--- src/rtl/cdb_arbiter_if.sv ---
`default_nettype none
// ============================================================================
// Module   : cdb_arbiter_if
// Purpose  : Producer-side and broadcast-side signal bundle of the CDB arbiter.
// Revision : 1.0
// ============================================================================
interface cdb_arbiter_if #(
    parameter int NICK_W = 5,
    parameter int DATA_W = 32,
    parameter int ADDR_W = 32
);
    logic              rdy;
    logic              iclr;
    logic              iEX_en;
    logic [NICK_W-1:0] iEX_nick;
    logic [DATA_W-1:0] iEX_dt;
    logic              iEX_ac;
    logic [ADDR_W-1:0] iEX_j_pc;
    logic              oEX_full;
    logic              iSLB_en;
    logic [NICK_W-1:0] iSLB_nick;
    logic [DATA_W-1:0] iSLB_dt;
    logic              oSLB_full;
    logic              oCDB_en;
    logic              oCDB_src;
    logic [NICK_W-1:0] oCDB_nick;
    logic [DATA_W-1:0] oCDB_dt;
    logic              oCDB_ac;
    logic [ADDR_W-1:0] oCDB_j_pc;
    logic              oOVF;

    modport master (
        output rdy, iclr,
        output iEX_en, iEX_nick, iEX_dt, iEX_ac, iEX_j_pc,
        output iSLB_en, iSLB_nick, iSLB_dt,
        input  oEX_full, oSLB_full,
        input  oCDB_en, oCDB_src, oCDB_nick, oCDB_dt, oCDB_ac, oCDB_j_pc, oOVF
    );

    modport slave (
        input  rdy, iclr,
        input  iEX_en, iEX_nick, iEX_dt, iEX_ac, iEX_j_pc,
        input  iSLB_en, iSLB_nick, iSLB_dt,
        output oEX_full, oSLB_full,
        output oCDB_en, oCDB_src, oCDB_nick, oCDB_dt, oCDB_ac, oCDB_j_pc, oOVF
    );
endinterface
`default_nettype wire

--- src/rtl/cdb_arbiter.sv ---
`default_nettype none
// ============================================================================
// Module   : cdb_arbiter
// Purpose  : Two-FIFO round-robin arbiter serialising EX and SLB results
//            onto one registered common data bus broadcast.
// Revision : 1.0
// ============================================================================
module cdb_arbiter #(
    parameter int DEPTH  = 4,
    parameter int NICK_W = 5,
    parameter int DATA_W = 32,
    parameter int ADDR_W = 32
) (
    input  wire logic     clk,
    input  wire logic     rst,
    cdb_arbiter_if.slave  bus
);
    localparam int c_PTR_W = $clog2(DEPTH);
    localparam int c_CNT_W = $clog2(DEPTH) + 1;
    localparam int c_EX_W  = NICK_W + DATA_W + 1 + ADDR_W;
    localparam int c_SLB_W = NICK_W + DATA_W;
    localparam logic [c_CNT_W-1:0] c_FULL = c_CNT_W'(DEPTH);

    logic [c_EX_W-1:0]  r_ex_mem  [DEPTH];
    logic [c_SLB_W-1:0] r_slb_mem [DEPTH];
    logic [c_PTR_W-1:0] r_ex_wp, r_ex_rp, r_slb_wp, r_slb_rp;
    logic [c_CNT_W-1:0] r_ex_cnt, r_slb_cnt;
    logic               r_last_slb;

    logic               r_en, r_src, r_ac, r_ovf;
    logic [NICK_W-1:0]  r_nick;
    logic [DATA_W-1:0]  r_dt;
    logic [ADDR_W-1:0]  r_j_pc;

    logic               w_act, w_ex_full, w_slb_full, w_ex_ne, w_slb_ne;
    logic               w_gnt_ex, w_gnt_slb;
    logic               w_ex_push, w_ex_pop, w_slb_push, w_slb_pop;
    logic [c_EX_W-1:0]  w_ex_head;
    logic [c_SLB_W-1:0] w_slb_head;

    assign w_act      = bus.rdy && !bus.iclr;
    assign w_ex_full  = (r_ex_cnt == c_FULL);
    assign w_slb_full = (r_slb_cnt == c_FULL);
    assign w_ex_ne    = (r_ex_cnt != '0);
    assign w_slb_ne   = (r_slb_cnt != '0);
    assign w_ex_head  = r_ex_mem[r_ex_rp];
    assign w_slb_head = r_slb_mem[r_slb_rp];

    // On a tie the source that did not win last time is served.
    always_comb begin
        w_gnt_ex  = 1'b0;
        w_gnt_slb = 1'b0;
        if (w_ex_ne && w_slb_ne) begin
            w_gnt_ex  = r_last_slb;
            w_gnt_slb = !r_last_slb;
        end else begin
            w_gnt_ex  = w_ex_ne;
            w_gnt_slb = w_slb_ne;
        end
    end

    assign w_ex_pop   = w_act && w_gnt_ex;
    assign w_slb_pop  = w_act && w_gnt_slb;
    assign w_ex_push  = w_act && bus.iEX_en && !w_ex_full;
    assign w_slb_push = w_act && bus.iSLB_en && !w_slb_full;

    always_ff @(posedge clk) begin
        if (w_ex_push)
            r_ex_mem[r_ex_wp] <= {bus.iEX_nick, bus.iEX_dt, bus.iEX_ac, bus.iEX_j_pc};
        if (w_slb_push)
            r_slb_mem[r_slb_wp] <= {bus.iSLB_nick, bus.iSLB_dt};
    end

    always_ff @(posedge clk) begin
        if (rst || bus.iclr) begin
            r_ex_wp    <= '0;
            r_ex_rp    <= '0;
            r_slb_wp   <= '0;
            r_slb_rp   <= '0;
            r_ex_cnt   <= '0;
            r_slb_cnt  <= '0;
            r_last_slb <= 1'b1;
        end else begin
            if (w_ex_push)  r_ex_wp  <= r_ex_wp + 1'b1;
            if (w_ex_pop)   r_ex_rp  <= r_ex_rp + 1'b1;
            if (w_slb_push) r_slb_wp <= r_slb_wp + 1'b1;
            if (w_slb_pop)  r_slb_rp <= r_slb_rp + 1'b1;
            r_ex_cnt  <= r_ex_cnt + {{(c_CNT_W-1){1'b0}}, w_ex_push}
                                  - {{(c_CNT_W-1){1'b0}}, w_ex_pop};
            r_slb_cnt <= r_slb_cnt + {{(c_CNT_W-1){1'b0}}, w_slb_push}
                                   - {{(c_CNT_W-1){1'b0}}, w_slb_pop};
            if (w_ex_pop)
                r_last_slb <= 1'b0;
            else if (w_slb_pop)
                r_last_slb <= 1'b1;
        end
    end

    // Broadcast registers: cleared by reset and flush, held when idle.
    always_ff @(posedge clk) begin
        if (rst || bus.iclr) begin
            r_en   <= 1'b0;
            r_src  <= 1'b0;
            r_nick <= '0;
            r_dt   <= '0;
            r_ac   <= 1'b0;
            r_j_pc <= '0;
        end else begin
            r_en <= w_ex_pop || w_slb_pop;
            if (w_ex_pop) begin
                r_src                         <= 1'b0;
                {r_nick, r_dt, r_ac, r_j_pc}  <= w_ex_head;
            end else if (w_slb_pop) begin
                r_src          <= 1'b1;
                {r_nick, r_dt} <= w_slb_head;
                r_ac           <= 1'b0;
                r_j_pc         <= '0;
            end
        end
    end

    always_ff @(posedge clk) begin
        if (rst)
            r_ovf <= 1'b0;
        else if (w_act && ((bus.iEX_en && w_ex_full) || (bus.iSLB_en && w_slb_full)))
            r_ovf <= 1'b1;
    end

    assign bus.oEX_full  = w_ex_full;
    assign bus.oSLB_full = w_slb_full;
    assign bus.oCDB_en   = r_en;
    assign bus.oCDB_src  = r_src;
    assign bus.oCDB_nick = r_nick;
    assign bus.oCDB_dt   = r_dt;
    assign bus.oCDB_ac   = r_ac;
    assign bus.oCDB_j_pc = r_j_pc;
    assign bus.oOVF      = r_ovf;
endmodule
`default_nettype wire
--- src/flat_wrapper.sv ---
// flat-port wrapper written by rule: the top's interface ports become plain ports
module cdb_arbiter_flat 
#(
    parameter int DEPTH  = 4,
    parameter int NICK_W = 5,
    parameter int DATA_W = 32,
    parameter int ADDR_W = 32
)
  (clk, rst, bus_rdy, bus_iclr, bus_iEX_en, bus_iEX_nick, bus_iEX_dt, bus_iEX_ac, bus_iEX_j_pc, bus_iSLB_en, bus_iSLB_nick, bus_iSLB_dt, bus_oEX_full, bus_oSLB_full, bus_oCDB_en, bus_oCDB_src, bus_oCDB_nick, bus_oCDB_dt, bus_oCDB_ac, bus_oCDB_j_pc, bus_oOVF);
  cdb_arbiter_if #(.NICK_W(NICK_W), .DATA_W(DATA_W), .ADDR_W(ADDR_W)) bus_i ();
  input  wire logic clk;
  input  wire logic rst;
  input wire logic [$bits(bus_i.rdy)-1:0] bus_rdy;
  input wire logic [$bits(bus_i.iclr)-1:0] bus_iclr;
  input wire logic [$bits(bus_i.iEX_en)-1:0] bus_iEX_en;
  input wire logic [$bits(bus_i.iEX_nick)-1:0] bus_iEX_nick;
  input wire logic [$bits(bus_i.iEX_dt)-1:0] bus_iEX_dt;
  input wire logic [$bits(bus_i.iEX_ac)-1:0] bus_iEX_ac;
  input wire logic [$bits(bus_i.iEX_j_pc)-1:0] bus_iEX_j_pc;
  input wire logic [$bits(bus_i.iSLB_en)-1:0] bus_iSLB_en;
  input wire logic [$bits(bus_i.iSLB_nick)-1:0] bus_iSLB_nick;
  input wire logic [$bits(bus_i.iSLB_dt)-1:0] bus_iSLB_dt;
  output wire logic [$bits(bus_i.oEX_full)-1:0] bus_oEX_full;
  output wire logic [$bits(bus_i.oSLB_full)-1:0] bus_oSLB_full;
  output wire logic [$bits(bus_i.oCDB_en)-1:0] bus_oCDB_en;
  output wire logic [$bits(bus_i.oCDB_src)-1:0] bus_oCDB_src;
  output wire logic [$bits(bus_i.oCDB_nick)-1:0] bus_oCDB_nick;
  output wire logic [$bits(bus_i.oCDB_dt)-1:0] bus_oCDB_dt;
  output wire logic [$bits(bus_i.oCDB_ac)-1:0] bus_oCDB_ac;
  output wire logic [$bits(bus_i.oCDB_j_pc)-1:0] bus_oCDB_j_pc;
  output wire logic [$bits(bus_i.oOVF)-1:0] bus_oOVF;
  assign bus_i.rdy = bus_rdy;
  assign bus_i.iclr = bus_iclr;
  assign bus_i.iEX_en = bus_iEX_en;
  assign bus_i.iEX_nick = bus_iEX_nick;
  assign bus_i.iEX_dt = bus_iEX_dt;
  assign bus_i.iEX_ac = bus_iEX_ac;
  assign bus_i.iEX_j_pc = bus_iEX_j_pc;
  assign bus_i.iSLB_en = bus_iSLB_en;
  assign bus_i.iSLB_nick = bus_iSLB_nick;
  assign bus_i.iSLB_dt = bus_iSLB_dt;
  assign bus_oEX_full = bus_i.oEX_full;
  assign bus_oSLB_full = bus_i.oSLB_full;
  assign bus_oCDB_en = bus_i.oCDB_en;
  assign bus_oCDB_src = bus_i.oCDB_src;
  assign bus_oCDB_nick = bus_i.oCDB_nick;
  assign bus_oCDB_dt = bus_i.oCDB_dt;
  assign bus_oCDB_ac = bus_i.oCDB_ac;
  assign bus_oCDB_j_pc = bus_i.oCDB_j_pc;
  assign bus_oOVF = bus_i.oOVF;
  cdb_arbiter #(.DEPTH(DEPTH), .NICK_W(NICK_W), .DATA_W(DATA_W), .ADDR_W(ADDR_W)) u_core (.clk(clk), .rst(rst), .bus(bus_i));
endmodule
--- config.mk ---
export PLATFORM = sky130hd
export DESIGN_NAME = cdb_arbiter_flat
export DESIGN_NICKNAME = d
export VERILOG_FILES = /design/src/rtl/cdb_arbiter_if.sv /design/src/rtl/cdb_arbiter.sv /design/src/flat_wrapper.sv
export SDC_FILE = /design/constraint.sdc
export NUM_CORES = 1
export LEC_CHECK = 0
export ABC_CLOCK_PERIOD_IN_PS = 5400
export BUFFER_PORTS_ARGS = -buffer_cell sky130_fd_sc_hd__buf_2
export CORE_MARGIN = 5
export CORE_UTILIZATION = 30
export DETAILED_ROUTE_END_ITERATION = 6
export PLACE_DENSITY = 0.47
export SYNTH_ARGS = -nofsm -noshare
export SYNTH_HDL_FRONTEND = slang
export SYNTH_SLANG_ARGS = --single-unit
--- constraint.sdc ---
create_clock -name clk -period 5.4 [get_ports clk]
set_input_delay 0.54 -clock clk [delete_from_list [all_inputs] [get_ports clk]]
set_output_delay 0.54 -clock clk [all_outputs]
set_load 0.05 [all_outputs]
==> flow_summary.json, run 1 <==
{
  "status": "finished clean",
  "hpwlAfterDp_um": 26600,
  "cts_buffer_depth": 3,
  "rsz0062_at_grt": "no",
  "setup.worst_path.start_class": "flop",
  "overflow": 0,
  "postPlaceCellArea_sq_um": 21000,
  "max_slew_margin": 0.267,
  "power.density_nw_per_um2": 367,
  "core_region_area_sq_um": 63200,
  "gp_congestion": 0.672,
  "timing_worst_setup_path_type": "reg -> reg",
  "yosysTopAreaCellShare": 0.671,
  "total_power_w": 0.00837,
  "wl_um": 45800,
  "yosysSeqAreaShare": 0.767,
  "cts_made_buffers": 56,
  "grt_pass1_wl_um": 68900,
  "wl_per_cell_um": 21.9,
  "vias_per_cell": 4.63,
  "fin_crit_sh": 0.543,
  "drive_gt1_frac": 0.334,
  "p_seq_frac": 0.524,
  "fillerInstances": 5941,
  "p_comb_frac": 0.026,
  "leakagePower_nw": 7.60,
  "antenna_found_initial": 11,
  "switching_share": 0.205,
  "clk_latency_ns": 0.61,
  "die_h_um": 263,
  "finalInstanceArea_sq_um": 22800,
  "netlist_area_sq_um": 19100,
  "die_area_sq_um": 69000,
  "synthCells": 991,
  "ir_worst_vdd_uv": 238,
  "htreeDepth": 2,
  "drtIter0Drc": 541,
  "cp.required_ns": 5.86,
  "synth_cell_types": 37,
  "rows": 92,
  "dr.pass1.iters": 4,
  "switchingPower_w": 0.00171,
  "ys_ff_latch": 520,
  "die_w_um": 263,
  "num_vias": 9675,
  "hold_path_class": "in -> reg",
  "yosysTopAreaCell": "edfxtp_1",
  "grt_pass1_vias": 10400,
  "endpoint_kind": "flop",
  "cts.sinks": 520,
  "clk_pin_slew_ns": 0.06,
  "setup_viol": 0,
  "postCtsHoldBufs": 0,
  "clkPwrFrac": 0.451,
  "port-buffer-count": 187,
  "ant_nets": 0,
  "fmax_mhz": 341,
  "synth_nets": 1118,
  "fin_tns_setup_ns": 0,
  "yosys-top-cells-area": "edfxtp_1 (67%), mux4_2 (13%), dfxtp_1 (9.6%)",
  "hold_viol": 0,
  "drc_errors": 0,
  "maxCapViolCount": 0,
  "io-pin-count": 188,
  "skew_ns": 0.0206,
  "avgSynthCellArea_sq_um": 19.3,
  "synth_warnings": 0,
  "r2r_slack_ns": 2.47,
  "worst_pin_slew_ns": 1.10,
  "track_usage": 0.131,
  "fin_crit_ns": 2.93,
  "crit_fanout": 40,
  "ctsResizeCount": 0,
  "cts_tree": "built",
  "slew_viol_final": 0,
  "syn2layout_area_growth_pct": 19.3,
  "worstPathArrival_ns": 3.40,
  "grt_max_degree": 75,
  "cts_root_buf": "clkbuf_16",
  "initial_core_util": 0.303,
  "num-nets-final": 1323,
  "postCtsSetupRepairBufs": 0,
  "final_util": 0.361,
  "intPower_w": 0.00666
}
==> critical path: stages (launching register included) <==
cell and delay [ns]:
dfxtp_1 0.35, or3_4 0.45, o211ai_4 0.08, buf_4 0.51
clkinv_2 0.13, ha_1 0.30, inv_1 0.03, ha_1 0.18
fa_1 0.40, xnor2_1 0.17, xnor2_1 0.14, nor2_1 0.05
==> cell usage after synthesis (all sizes together) <==
master,count
and3,1
o21ai,39
fa,2
nor3b,2
o21a,1
nand2,76
mux2i,2
nor2,49
a22oi,33
and3b,2
o211ai,1
o31ai,1
ha,12
xnor2,7
xor2,2
nand4,1
mux4,107
a21oi,4
nor2b,1
edfxtp,428
or3,3
clkbuf,28
buf,32
and2,11
or2,1
a22o,1
nor3,2
dfxtp,92
a31oi,37
inv,13
==> stage by stage <==
step / std cells / worst slack (ns) / hold slack, ns
finish: 2091 / 2.47 / 0.146
global route: 2090 / 2.23 / 0.102
CTS: 2090 / 2.41 / 0.0874
detailed placement: 1984 / 2.01 / 0.453
global placement: 1984 / 2.07 / 0.453
floorplan: 991 / 1.85 / 0.480
==> layout make-up <==
type	count	area (sq um)	share of cell area
clock inverter	23	246	0.0108
antenna	1	2.50	0.000110
tap	846	1060	0.0463
multi-input combinational	398	4110	0.180
timing repair buffer	207	1100	0.0481
sequential	520	14700	0.644
inverter	13	50.0	0.00219
clock buffer	83	1570	0.0688
==> layout by cell type (no fill, tap or decap), types with 19 or more instances in the layout <==
cell type	n
a22oi_1	33
a31oi_1	37
buf_2	187
buf_4	19
clkbuf_1	20
clkbuf_16	56
dfxtp_1	88
edfxtp_1	428
mux4_2	107
nand2_1	76
nor2_1	48
o21ai_1	23
==> power groups by stage <==
stage	logic, W	registers [W]	clock network (W)
after floorplan	0.0000906	0.00448	0
after global placement	0.000216	0.00447	0
after detailed placement	0.000220	0.00447	0
after CTS	0.000221	0.00438	0.00391
after global routing	0.000237	0.00438	0.00407
final	0.000215	0.00438	0.00378
==> final timing paths <==
check | from | to | depth (start not counted)
hold reg to reg | u_core.bus.oOVF | u_core.bus.oOVF | 2
setup / recovery | u_core.r_ex_cnt[1] | u_core.r_ex_cnt[2] | 11
hold / removal | bus_iSLB_dt[28] | u_core.r_slb_mem[3][28] | 1
setup reg to reg | u_core.r_ex_cnt[1] | u_core.r_ex_cnt[2] | 11
==> metal layers <==
metal  GRT usage  part of all wire  vias to the layer above
li1            -                 -                     4366
met1       0.174              0.44                     5006
met2       0.214              0.48                      196
met3      0.0376             0.058                       87
met4      0.0317             0.021                       20
met5           0            0.0028                        -
==> kinds of logic after synthesis <==
family / share of synthesized area
xor+xnor: 0.00412
fa+ha+maj: 0.00993
flops: 0.767
simple gates: 0.0329
mux: 0.127
compound gates: 0.0388
buf+inv: 0.0200
==> sequential cells by signal (all words and copies together), names as in the netlist, named ones only <==
signal                count
u_core.r_ex_mem         280
u_core.bus.oCDB_dt       32
u_core.r_last_slb         1
u_core.bus.oCDB_en        1
u_core.bus.oCDB_nick      5
u_core.r_slb_rp           2
u_core.r_slb_mem        148
u_core.r_ex_rp            2
u_core.r_ex_cnt           3
u_core.r_slb_cnt          3
u_core.bus.oOVF           1
u_core.r_ex_wp            2
u_core.bus.oCDB_src       1
u_core.bus.oCDB_j_pc     32
u_core.r_slb_wp           2
u_core.bus.oCDB_ac        1
Power figures use the tool's default switching activity.
==> run 2, diff against run 1 <==
--- a/config.mk
+++ b/config.mk
@@ -5,12 +5,13 @@
 export SDC_FILE = /design/constraint.sdc
 export NUM_CORES = 1
 export LEC_CHECK = 0
-export ABC_CLOCK_PERIOD_IN_PS = 5400
+export ABC_AREA = 1
+export ABC_CLOCK_PERIOD_IN_PS = 2500
 export BUFFER_PORTS_ARGS = -buffer_cell sky130_fd_sc_hd__buf_2
 export CORE_MARGIN = 5
 export CORE_UTILIZATION = 30
 export DETAILED_ROUTE_END_ITERATION = 6
-export PLACE_DENSITY = 0.47
+export PLACE_DENSITY = 0.48
 export SYNTH_ARGS = -nofsm -noshare
 export SYNTH_HDL_FRONTEND = slang
 export SYNTH_SLANG_ARGS = --single-unit
==> constraint.sdc (replaced) <==
create_clock -name clk -period 2.5 [get_ports clk]
set_input_delay 0.25 -clock clk [delete_from_list [all_inputs] [get_ports clk]]
set_output_delay 0.25 -clock clk [all_outputs]
set_load 0.05 [all_outputs]
==> run 2 against run 1 <==
Effect of this change: sequential power is 120% higher; cell area is 17% higher; sequential share of layout area is 9.4 points lower; clock skew is 0.0031 ns lower; cell count is 62% higher; highest routed layer unchanged; critical path depth stayed put; critical path type unchanged; via count is 51% higher.
==> flow_summary.json, run 2 <==
{
  "r2r_slack_ns": 0.36,
  "leakagePower_nw": 11.4,
  "die_area_sq_um": 77000,
  "maxCapViolCount": 0,
  "rsz0062_at_grt": "no",
  "endpoint_kind": "flop",
  "cts.sinks": 520,
  "synth_edf_count": 428,
  "setup.worst_path.start_class": "flop",
  "synthSimpleGateAreaFrac": 0.171,
  "crit_fanout": 4,
  "synthXorXnorAreaFrac": 0.00122,
  "hold_viol": 0,
  "cts_made_buffers": 56,
  "synth.most_common_cell": "nand2_1",
  "cts_tree": "built",
  "worst_pin_slew_ns": 0.897,
  "p_comb_frac": 0.038,
  "yosysSeqAreaShare": 0.685,
  "final_cells": 3379,
  "cts_root_buf": "clkbuf_16",
  "multi_input_area_sq_um": 4920,
  "ys.flop_type": "edfxtp_1",
  "worstPathArrival_ns": 2.62,
  "synthCells": 2082,
  "synth_nets": 2209,
  "grt_max_degree": 76,
  "track_usage": 0.139,
  "rr_worst_depth": 11,
  "vias_per_cell": 4.32,
  "fin_tns_setup_ns": 0,
  "yosys-top-cells-area": "edfxtp_1 (60%), nand2_1 (9.3%), dfxtp_1 (8.6%)",
  "synthAdderAreaFrac": 0.00886,
  "synth_top_family_by_area": "simple AND/OR/NAND/NOR gates",
  "syn2layout_area_growth_pct": 24.5,
  "switching_share": 0.205,
  "num-nets-final": 2506,
  "slew_viol_final": 0,
  "io-pin-count": 188,
  "hpwlAfterDp_um": 32900,
  "synth_compound_area_frac": 0.0445,
  "total_power_w": 0.0185,
  "synth_cell_types": 29,
  "max_slew_margin": 0.402,
  "fmax_mhz": 468,
  "cts_buffer_depth": 3,
  "p_seq_frac": 0.513,
  "fin_crit_sh": 0.855,
  "synthArstFlopShare": 0,
  "power.density_nw_per_um2": 691,
  "overflow": 0,
  "wl_um": 54800,
  "intPower_w": 0.0147,
  "die_w_um": 278,
  "r2r_start": "u_core.r_slb_cnt[1]",
  "postCtsSetupRepairBufs": 0,
  "skew_ns": 0.0174,
  "grt_pass1_wl_um": 84200,
  "yosysTopAreaCell": "edfxtp_1",
  "synth_common_cells": "nand2_1 (530), edfxtp_1 (428), inv_1 (368)",
  "synth_warnings": 0,
  "largest_reg_flops": 280,
  "grt_pass1_vias": 14500,
  "cp.required_ns": 2.98,
  "fin_crit_ns": 2.14,
  "num_vias": 14600,
  "netlist_area_sq_um": 21500,
  "rows": 98,
  "dr.pass1.iters": 5,
  "hold_depth": 4,
  "yosysTopAreaCellShare": 0.599,
  "setup_viol": 0,
  "worstHoldStart": "bus_iclr",
  "avgSynthCellArea_sq_um": 10.3,
  "top_regs": "u_core.r_ex_mem x280, u_core.r_slb_mem x148",
  "ctsResizeCount": 0,
  "final_cell_mix": "nand2_1 (529), edfxtp_1 (428), inv_1 (366), buf_2 (187), nand3_1 (186)",
  "clkPwrFrac": 0.449,
  "dp.cells": 3162,
  "ir_worst_vdd_uv": 499,
  "ant_nets": 0,
  "htreeDepth": 2,
  "status": "finished clean",
  "drtIter0Drc": 801,
  "core_region_area_sq_um": 71200,
  "antenna_found_initial": 4,
  "clk_pin_slew_ns": 0.06,
  "ys_ff_latch": 520,
  "final_common_cell": "nand2_1",
  "regArea_sq_um": 14700,
  "switchingPower_w": 0.00378,
  "gp_congestion": 0.766,
  "drc_errors": 0,
  "synth_mux_area_frac": 0,
  "r2r-end": "u_core.r_slb_cnt[2]",
  "timing_worst_setup_path_type": "reg -> reg",
  "initial_core_util": 0.301,
  "die_h_um": 278,
  "wl_per_cell_um": 16.2,
  "clk_latency_ns": 0.60,
  "port-buffer-count": 187,
  "regMostFlops": "u_core.r_ex_mem",
  "hold_path_class": "in -> reg",
  "crit_start": "u_core.r_slb_cnt[1]",
  "fillerInstances": 6968,
  "drive_gt1_frac": 0.147
}
-- run 2: cell count changes in the layout (fill, tap and decap cells not counted), moves of 19 or more --
cell | before | now
inv_1 | 12 | 366
o21ai_0 | 15 | 125
a22oi_1 | 33 | 0
a31oi_1 | 37 | 1
nor2_1 | 48 | 113
dlygate4sd3_1 | 0 | 109
nand2_1 | 76 | 529
or2_2 | 1 | 20
buf_12 | 1 | 25
nand3_1 | 0 | 186
a21oi_1 | 4 | 47
mux4_2 | 107 | 0
-- run 2: cells by family after synthesis --
| logic type | count (synthesis) |
|---|---|
| DFF | 520 |
| buffers and inverters | 470 |
| adders and majority gates | 14 |
| and+or+nand+nor | 885 |
| xor gates and xnor gates | 3 |
| AOI/OAI and AO/OA | 190 |
-- run 2: what timing repair did --
item,CTS,global route
endpoints found under the setup margin,0,0
endpoints found under the hold margin,429,0
hold buffers,109,0
-- run 2: metrics by stage --
| stage | hold WS [ns] | cell area (sq um) | worst slack, ns | util |
|---|---|---|---|---|
| 2_1_floorplan | 0.319 | 21500 | -0.178 | - |
| 3_3_place_gp | 0.452 | 23800 | 0.237 | 0.334 |
| 3_5_place_dp | 0.455 | 23800 | 0.287 | 0.334 |
| 4_1_cts | 0.126 | 26700 | 0.377 | 0.375 |
| 5_1_grt | 0.155 | 26700 | 0.151 | 0.375 |
| 6_report | 0.153 | 26700 | 0.362 | 0.375 |
-- run 2: cell type report --
class                      instances  share of cell area
sequential                       520               0.550
multi-input combinational       1092               0.184
timing repair buffer             337              0.0991
antenna                            2            0.000187
tap                              950              0.0445
clock buffer                      74              0.0577
inverter                         372              0.0523
clock inverter                    32              0.0121
-- run 2: routing by layer --
layer | track usage | share of wire
met1 | 0.168 | 0.42
met2 | 0.253 | 0.52
met3 | 0.0253 | 0.038
met4 | 0.0392 | 0.025
met5 | 0 | 0.00049
-- run 2: how the worst max path moves through the flow --
stage	slack (ns)	cells past startpoint	end
detailed placement	0.29	13	u_core.r_slb_cnt[2]
global route	0.15	11	u_core.r_slb_cnt[2]
finish	0.36	11	u_core.r_slb_cnt[2]
floorplan	-0.18	4	u_core.r_slb_mem[0][0]
global placement	0.24	13	u_core.r_slb_cnt[2]
CTS	0.38	11	u_core.r_slb_cnt[2]
-- run 2: critical path, cell delays in order (launching register included) --
cell,delay (ns)
dfxtp_1,0.41
nor2_1,0.09
nand2_1,0.11
nand2_2,0.07
a21oi_1,0.19
ha_1,0.26
inv_1,0.06
ha_1,0.13
inv_1,0.06
fa_1,0.41
o21ai_0,0.18
a21oi_1,0.06
-- run 2: power by group through the flow --
stage	Sequential, W	Combinational, W	Clock [W]
6_report	0.00947	0.000694	0.00830
5_1_grt	0.00947	0.000772	0.00893
4_1_cts	0.00947	0.000712	0.00857
3_5_place_dp	0.00966	0.000560	0
3_3_place_gp	0.00965	0.000546	0
2_1_floorplan	0.00969	0.000232	0
==> run 3, diff against run 2 <==
--- a/config.mk
+++ b/config.mk
@@ -9,9 +9,9 @@
 export ABC_CLOCK_PERIOD_IN_PS = 2500
 export BUFFER_PORTS_ARGS = -buffer_cell sky130_fd_sc_hd__buf_2
 export CORE_MARGIN = 5
-export CORE_UTILIZATION = 30
+export CORE_UTILIZATION = 54
 export DETAILED_ROUTE_END_ITERATION = 6
-export PLACE_DENSITY = 0.48
+export PLACE_DENSITY = 0.77
 export SYNTH_ARGS = -nofsm -noshare
 export SYNTH_HDL_FRONTEND = slang
 export SYNTH_SLANG_ARGS = --single-unit
==> run 3 against run 2 <==
Effect of this change: utilization up 28 points; sequential power about the same; via count up 3.6%; routed wire length down 9.4%; global-route usage up 8.3 points; clock power down 5.3%; highest routed layer unchanged.
==> flow_summary.json, run 3 (synthesis gave the netlist of run 2 again) <==
{
  "track_usage": 0.221,
  "post-place-ws_ns": 0.290,
  "max_slew_margin": 0.454,
  "die_w_um": 209,
  "cts_root_buf": "clkbuf_16",
  "largest_reg_flops": 280,
  "hold_depth": 7,
  "r2r_slack_ns": 0.29,
  "ant_nets": 0,
  "vias_per_cell": 5.16,
  "r2r_start": "u_core.r_slb_cnt[1]",
  "fin_crit_sh": 0.883,
  "regMostFlops": "u_core.r_ex_mem",
  "die_area_sq_um": 43800,
  "drive_gt1_frac": 0.142,
  "crit_fanout": 4,
  "final_util": 0.654,
  "gp_congestion": 0.788,
  "antenna_found_initial": 5,
  "skew_ns": 0.0141,
  "port-buffer-count": 187,
  "final_cells": 2931,
  "grt_pass1_wl_um": 77100,
  "htreeDepth": 2,
  "hold_path_class": "in -> reg",
  "clk_latency_ns": 0.59,
  "timing.final.ws_setup_ns": 0.293,
  "fin_crit_ns": 2.21,
  "die_h_um": 209,
  "finalInstanceArea_sq_um": 25900,
  "rr_worst_depth": 11,
  "initial_core_util": 0.543,
  "grt_pass1_vias": 14900,
  "maxCapViolCount": 0,
  "wl_per_cell_um": 16.9,
  "clk_pin_slew_ns": 0.07,
  "rsz0062_at_grt": "no",
  "hpwlAfterDp_um": 27800,
  "drc_errors": 0,
  "setup.worst_path.start_class": "flop",
  "setup_viol": 0,
  "r2r-end": "u_core.r_slb_cnt[2]",
  "status": "finished clean",
  "worstHoldStart": "bus_iSLB_en",
  "cts_made_buffers": 51,
  "postCtsSetupRepairBufs": 0,
  "timing_worst_setup_path_type": "reg -> reg",
  "hold_end": "u_core.r_slb_wp[0]",
  "final_cell_mix": "nand2_1 (529), edfxtp_1 (428), inv_1 (365), buf_2 (187), nand3_1 (186)",
  "grt_max_degree": 104,
  "overflow": 0,
  "dp.cells": 2723,
  "final_common_cell": "nand2_1",
  "fmax_mhz": 453,
  "io-pin-count": 188,
  "cts_buffer_depth": 3,
  "drtIter0Drc": 1159,
  "dr.pass1.iters": 5,
  "worstPathArrival_ns": 2.68,
  "worst_pin_slew_ns": 0.819,
  "cts_tree": "built",
  "cp.required_ns": 2.98,
  "postPlaceCellArea_sq_um": 23000,
  "power.density_nw_per_um2": 696,
  "syn2layout_area_growth_pct": 20.6,
  "wl_um": 49600,
  "core_region_area_sq_um": 39500,
  "num_vias": 15100,
  "hold_viol": 0,
  "rows": 73,
  "ir_worst_vdd_uv": 580,
  "slew_viol_final": 0,
  "num-nets-final": 2488,
  "endpoint_kind": "flop",
  "fillerInstances": 2824,
  "top_regs": "u_core.r_ex_mem x280, u_core.r_slb_mem x148",
  "cts.sinks": 520,
  "leakagePower_nw": 11.2
}
run 3: per-layer routing:
layer  GRT usage  vias to the layer above  share of wire
met2       0.392                      554           0.51
met3      0.0318                      122          0.059
met4      0.0956                        4          0.039
met1       0.272                     7193           0.39
met5           0                        -        0.00042
li1            -                     7248              -
run 3: what timing repair did:
item,4_1_cts,5_1_grt
endpoints found under the hold margin,430,0
hold buffers,110,0
resized for setup,0,0
run 3: worst max-delay path by stage:
stage                         from                     end  slack (ns)  depth (start not counted)
4_1_cts        u_core.r_slb_cnt[1]     u_core.r_slb_cnt[2]        0.29                         11
6_report       u_core.r_slb_cnt[1]     u_core.r_slb_cnt[2]        0.29                         11
3_3_place_gp              bus_iclr     u_core.r_slb_cnt[2]        0.32                         13
3_5_place_dp              bus_iclr     u_core.r_slb_cnt[2]        0.29                         13
5_1_grt        u_core.r_slb_cnt[1]     u_core.r_slb_cnt[2]        0.18                         11
2_1_floorplan  u_core.r_slb_cnt[1]  u_core.r_slb_mem[0][0]       -0.18                          4
run 3: metrics by stage:
stage / hold WS, ns / setup TNS (ns) / power, W
after floorplan: 0.319 / -26.29 / 0.00993
after global placement: 0.435 / 0 / 0.0102
after detailed placement: 0.450 / 0 / 0.0102
after CTS: 0.209 / 0 / 0.0181
after global routing: 0.303 / 0 / 0.0185
final: 0.241 / 0 / 0.0180
run 3: area by class of cell:
class / count / area, sq um / share of cell area
antenna: 3 / 7.51 / 0.000290
clock buffer: 66 / 1410 / 0.0546
clock inverter: 29 / 327 / 0.0126
inverter: 372 / 1400 / 0.0540
multi-input combinational: 1092 / 4910 / 0.190
sequential: 520 / 14700 / 0.568
tap: 525 / 657 / 0.0254
timing repair buffer: 324 / 2460 / 0.0952
run 3: report_power, final:
| part | total (W) | leakage, nW | internal (W) | switching (W) |
|---|---|---|---|---|
| combinational | 0.000691 | 5.77 | 0.000283 | 0.000407 |
| sequential | 0.00947 | 4.61 | 0.00945 | 0.0000243 |
| clock | 0.00786 | 0.849 | 0.00463 | 0.00323 |
run 3: worst max-delay path, stage by stage, from the launching register on:
cell,delay [ns]
dfxtp_1,0.40
nor2_1,0.08
nand2_1,0.11
nand2_2,0.07
a21oi_1,0.27
ha_1,0.28
inv_1,0.06
ha_1,0.14
inv_1,0.05
fa_1,0.40
o21ai_0,0.17
a21oi_1,0.05
